File: src/rtl/demorgan_pkg.sv
// Shared definitions for the pipelined De Morgan datapath stage.
package demorgan_pkg;

    // Width of the per-transaction function select.
    localparam int LOGIC_OP_W = 3;
    localparam int NUM_OPS    = 1 << LOGIC_OP_W;

    // Bitwise function select; the encoding is visible on the op/y_op ports.
    typedef enum logic [LOGIC_OP_W-1:0] {
        OP_AND   = 3'd0,  // a & b
        OP_OR    = 3'd1,  // a | b
        OP_NAND  = 3'd2,  // ~(a & b), direct form
        OP_NOR   = 3'd3,  // ~(a | b), direct form
        OP_NANDN = 3'd4,  // (~a) & (~b), De Morgan form (faultable)
        OP_NORN  = 3'd5,  // (~a) | (~b), De Morgan form (faultable)
        OP_XOR   = 3'd6,  // a ^ b
        OP_XNOR  = 3'd7   // ~(a ^ b)
    } op_t;

endpackage

File: src/rtl/demorgan_vec.sv
// Combinational function bank: all eight bitwise results plus the
// direct-vs-De-Morgan mismatch vectors, with fault injection applied to the
// De Morgan paths only.
module demorgan_vec
    import demorgan_pkg::*;
#(
    parameter int WIDTH = 8
) (
    input  logic [WIDTH-1:0]                a,
    input  logic [WIDTH-1:0]                b,
    input  logic [WIDTH-1:0]                fault_inj,
    output logic [NUM_OPS-1:0][WIDTH-1:0]   res,
    output logic [WIDTH-1:0]                mis_nand,
    output logic [WIDTH-1:0]                mis_nor
);

    logic [WIDTH-1:0] and_v;
    logic [WIDTH-1:0] or_v;
    logic [WIDTH-1:0] nand_direct;
    logic [WIDTH-1:0] nor_direct;
    logic [WIDTH-1:0] a_n;
    logic [WIDTH-1:0] b_n;
    logic [WIDTH-1:0] nand_dm;
    logic [WIDTH-1:0] nor_dm;

    // Direct forms invert the AND/OR result; the De Morgan forms are built
    // from independently inverted operands so the checker compares two
    // genuinely separate structures.
    assign and_v       = a & b;
    assign or_v        = a | b;
    assign nand_direct = ~and_v;
    assign nor_direct  = ~or_v;
    assign a_n         = ~a;
    assign b_n         = ~b;
    assign nand_dm     = (a_n | b_n) ^ fault_inj;
    assign nor_dm      = (a_n & b_n) ^ fault_inj;

    // Any bit where the two structures disagree is a checker hit.
    assign mis_nand = nand_direct ^ nand_dm;
    assign mis_nor  = nor_direct  ^ nor_dm;

    // Result table indexed by op encoding.
    always_comb begin
        // NOTE: give every always_comb output a default first so no path can infer a latch.
        res            = '0;
        res[OP_AND]    = and_v;
        res[OP_OR]     = or_v;
        res[OP_NAND]   = nand_direct;
        res[OP_NOR]    = nor_direct;
        res[OP_NANDN]  = nor_dm;
        res[OP_NORN]   = nand_dm;
        res[OP_XOR]    = a ^ b;
        res[OP_XNOR]   = ~(a ^ b);
    end

endmodule

File: src/rtl/demorgan_pipe.sv
// Registered valid/ready datapath stage applying one of eight bitwise
// functions per transaction, with a continuous De Morgan equivalence checker
// feeding a sticky error flag and a saturating mismatch counter.
module demorgan_pipe
    import demorgan_pkg::*;
#(
    parameter int WIDTH = 8,
    parameter int CNT_W = 16
) (
    input  logic                  clk,
    input  logic                  rst_n,
    input  logic                  in_valid,
    output logic                  in_ready,
    input  logic [WIDTH-1:0]      a,
    input  logic [WIDTH-1:0]      b,
    input  logic [LOGIC_OP_W-1:0] op,
    input  logic [WIDTH-1:0]      fault_inj,
    output logic                  out_valid,
    input  logic                  out_ready,
    output logic [WIDTH-1:0]      y,
    output logic [LOGIC_OP_W-1:0] y_op,
    output logic                  err_flag,
    output logic [CNT_W-1:0]      err_count,
    input  logic                  clr_err
);

    localparam logic [CNT_W-1:0] CNT_MAX = {CNT_W{1'b1}};

    logic [NUM_OPS-1:0][WIDTH-1:0] res;
    logic [WIDTH-1:0]              mis_nand;
    logic [WIDTH-1:0]              mis_nor;
    logic                          xfer_in;
    logic                          mismatch;
    op_t                           op_sel;

    demorgan_vec #(
        .WIDTH (WIDTH)
    ) u_vec (
        .a         (a),
        .b         (b),
        .fault_inj (fault_inj),
        .res       (res),
        .mis_nand  (mis_nand),
        .mis_nor   (mis_nor)
    );

    // The output slot frees up whenever it is empty or being drained this
    // cycle, which allows back-to-back transfers at full throughput.
    assign in_ready = ~out_valid | out_ready;
    assign xfer_in  = in_valid & in_ready;
    assign mismatch = |(mis_nand | mis_nor);
    assign op_sel   = op_t'(op);

    // Output register: load on accept, drop valid once drained, else hold.
    // Operands are only sampled under xfer_in, so idle-cycle X never lands in state.
    always_ff @(posedge clk or negedge rst_n) begin
        if (!rst_n) begin
            // NOTE: sequential state uses non-blocking assignments so every register samples pre-edge values.
            out_valid <= 1'b0;
            y         <= '0;
            y_op      <= '0;
        end else if (xfer_in) begin
            out_valid <= 1'b1;
            y         <= res[op_sel];
            y_op      <= op;
        end else if (out_ready) begin
            out_valid <= 1'b0;
        end
    end

    // Checker: clear takes effect first, then an accepted mismatch counts,
    // so a collision leaves the counter at one with the flag set.
    always_ff @(posedge clk or negedge rst_n) begin
        if (!rst_n) begin
            err_flag  <= 1'b0;
            err_count <= '0;
        end else begin
            if (clr_err) begin
                err_flag  <= 1'b0;
                err_count <= '0;
            end
            if (xfer_in && mismatch) begin
                err_flag <= 1'b1;
                if (clr_err) begin
                    err_count <= CNT_W'(1);
                end else if (err_count != CNT_MAX) begin
                    err_count <= err_count + CNT_W'(1);
                end
            end
        end
    end

endmodule

File: config.mk
export PLATFORM = sky130hd
export DESIGN_NAME = demorgan_pipe
export DESIGN_NICKNAME = d
export VERILOG_FILES = /design/src/rtl/demorgan_pkg.sv /design/src/rtl/demorgan_vec.sv /design/src/rtl/demorgan_pipe.sv
export SDC_FILE = /design/constraint.sdc
export NUM_CORES = 1
export LEC_CHECK = 0
export CAP_MARGIN = 5
export CORE_MARGIN = 2
export CORE_UTILIZATION = 36
export DETAILED_ROUTE_END_ITERATION = 6
export MAX_ROUTING_LAYER = met4
export PLACE_DENSITY = 0.71
export SLEW_MARGIN = 20
export SYNTH_ARGS = -nofsm -noshare
export SYNTH_HDL_FRONTEND = slang
export SYNTH_HIERARCHICAL = 1
export SYNTH_SLANG_ARGS = --single-unit
File: constraint.sdc
create_clock -name clk -period 2.8 [get_ports clk]
set_clock_uncertainty 0.2 [all_clocks]
set_input_delay 0.28 -clock clk [delete_from_list [all_inputs] [get_ports clk]]
set_output_delay 0.28 -clock clk [all_outputs]
set_load 0.01 [all_outputs]
==> run_results.csv <==
group,metric,value,unit
global_route,grt_first_pass_wirelength,8760,um
logic_synthesis,synth_seq_area_share,28.9,%
logic_synthesis,mappedNetlistArea,0.00251,sq mm
setup_path,r2r_cells,7,
die,die_h,87.5,um
flow_run,max-cap-violations,0,
setup_path,cpLargestDelayFamily,"simple AND/OR/NAND/NOR gates",
power,leakagePower,1.38,nW
sta,setup_violations,0,
clock_tree,root_buffer,"clkbuf_8",
die,start_util,37.2,%
final_layout,area_delta_synth_final,27.2,%
logic_synthesis,synthFlopType,"dfrtp_1",
logic_synthesis,yosysWarnings,6,
sta,rsz0062_at_grt,"false",
place,hpwlAfterDp,4130,um
power,p_comb_share,30.7,%
power,swShare,28.2,%
setup_path,cpPeakStageDelay,610,ps
clock_tree,cts_made_buffers,5,
setup_path,critPathMaxFanout,13,
die,die_area,0.00766,sq mm
logic_synthesis,synth_seq_cells,29,
setup_path,r2r-start,"err_count[0]",
die,dieWidth,87.5,um
clock_tree,cts_tree,"built",
sta,min_period_over_period,81.8,%
power,ir_drop,150,uV
sta,hold_violations,0,
final_layout,fin_util,47.3,%
setup_path,critPathArrivalTime,2260,ps
sta,slew_headroom,49.6,%
clock_tree,clkSinkCount,29,
setup_path,crit_buf_inv,1,
clock_tree,clk_pin_slew,60,ps
setup_path,end_kind,"register",
route,drcViolationCount,0,
power,power,1.16,mW
sta,period_minus_slack,2290,ps
power,seqPwrFrac,41.0,%
route,drt_pass1_iterations,4,
logic_synthesis,synth_nets,311,
setup_path,reg2reg_to,"err_count[1]",
logic_synthesis,syn_inst,261,
power,intPower,0.832,mW
logic_synthesis,synth_top_area_share,28.9,%
logic_synthesis,synth_edf_count,0,
setup_path,path_cells,"ha_1 -> nand4_1 -> or4_4 -> nand3b_4 -> buf_4 -> mux2i_1 -> nor2_1",
route,postRouteAntennaNets,0,
sta,final.setup.tns,0,ps
global_route,grt_pass1_vias,1906,
global_route,antenna_found_initial,0,
setup_path,slowest_stage,"or4_4",
logic_synthesis,syn_avg_cell_area,9.62,sq um
power,clockPowerShare,28.3,%
logic_synthesis,ys_types,41,
clock_tree,cts-resized-gates,0,
route,first_iter_violations,77,
global_route,grt_max_degree,30,
die,core,0.00676,sq mm
sta,layout_setup_ws,509,ps
clock_tree,htree_levels,2,
min_path,hold_path.class,"input port to asynchronous set/reset pin",
sta,tightest_slew,753,ps
route,vias,1979,
global_route,track_usage,14.8,%
place,port_buffers,61,
place,dp_slack,318,ps
clock_tree,postCtsHoldBufs,0,
final_layout,mostFrequentLayoutCells,"clkdlybuf4s50_1 (61), inv_1 (43), dfrtp_1 (29)",
logic_synthesis,synth_area_leader_cell,"dfrtp_1",
setup_path,criticalPathCategory,"register to register",
logic_synthesis,synth_async_sr_flop_share,100,%
global_route,overflow,0,
final_layout,nNetsFinal,356,
route,vias_per_cell,5.11,
die,num_rows,30,
power,power.switching,0.327,mW
die,io_pins,62,
place,gp_congestion,0.764,
final_layout,drive_above_1_share,18.2,%
sta,drv_slew,0,
final_layout,final_common_cell,"clkdlybuf4s50_1",
sta,max_freq,436,MHz
setup_path,required,2770,ps
clock_tree,cts_max_path_buffers,2,
route,wirelength,5130,um
logic_synthesis,ys_top_cells_by_area,"dfrtp_1 (29%), mux4_2 (14%), ha_1 (9.0%)",
clock_tree,cts_setup_buffers,0,
setup_path,r2r_slack,510,ps
run_status,run_status,"finished, final reports clean",
setup_path,crit_path_start_kind,"register",
power,power_density,363,mW/mm^2
route,wire_per_inst,13.3,um
final_layout,fill_cells,653,
final_layout,diodes,0,
clock_tree,clk_latency,280,ps
sta,holdWs,185,ps
-- routing by layer --
layer	wire length (um)	vias up	track usage, %
met2	2560	59	25.8
met3	258	4	3.13
met4	33	0	4.06
met1	2290	946	17.2
met5	0	-	-
li1	-	970	-
-- worst max-delay path by stage --
stage | cells after the start | slack (ps) | start | endpoint
6_report | 7 | 510 | err_count[0] | err_count[1]
5_1_grt | 7 | 390 | err_count[0] | err_count[1]
4_1_cts | 7 | 500 | err_count[0] | err_count[1]
3_5_place_dp | 6 | 320 | fault_inj[2] | err_count[2]
3_3_place_gp | 6 | 400 | fault_inj[2] | err_count[2]
2_1_floorplan | 8 | 630 | err_count[0] | err_count[1]
-- final cells by class --
cell class | instances | area, sq um | area share [%]
multi-input combinational | 161 | 1480 | 46.2
tap | 80 | 100 | 3.13
inverter | 43 | 161 | 5.05
sequential | 29 | 726 | 22.7
clock inverter | 2 | 10.0 | 0.313
clock buffer | 6 | 72.6 | 2.27
timing repair buffer | 66 | 648 | 20.3
-- Yosys cell counts, types with 3 or more instances --
cell,instances
a21oi_1,4
a21oi_2,8
clkbuf_1,21
dfrtp_1,29
ha_1,18
inv_1,43
mux2_2,3
mux2i_1,10
mux4_2,16
nand2_1,12
nand2b_1,3
nand3_1,7
nand4_1,6
nor2_1,5
nor2b_1,3
nor3_1,3
nor4_1,4
o21ai_0,8
o21ai_1,9
or3_2,9
xnor2_1,8
xor2_1,8
-- flip-flops by register name, summed over array words and instances (netlist names) --
name / cells
y_op: 3
err_count: 16
out_valid: 1
y: 8
err_flag: 1
-- kinds of logic after synthesis --
kind of cell	Yosys count	synth area share (%)
AND/OR/NAND/NOR	63	15.5
AO/OA/AOI/OAI	33	8.12
adder cells (fa/ha/maj)	18	8.97
multiplexers	31	20.6
XOR/XNOR	16	5.58
buffers and inverters	71	12.3
flip-flops	29	28.9
-- per-stage QoR --
| step | cell area [sq um] | std cells |
|---|---|---|
| floorplan | 2510 | 261 |
| global placement | 3110 | 379 |
| detailed placement | 3110 | 379 |
| CTS | 3190 | 387 |
| global route | 3190 | 387 |
| finish | 3190 | 387 |
-- power groups by stage --
stage | logic [mW] | clock network [mW] | registers [mW]
global route | 0.392 | 0.357 | 0.480
global placement | 0.349 | 0 | 0.484
CTS | 0.362 | 0.336 | 0.477
finish | 0.355 | 0.328 | 0.476
detailed placement | 0.361 | 0 | 0.484
floorplan | 0.190 | 0 | 0.497
Power figures use the tool's default switching activity.
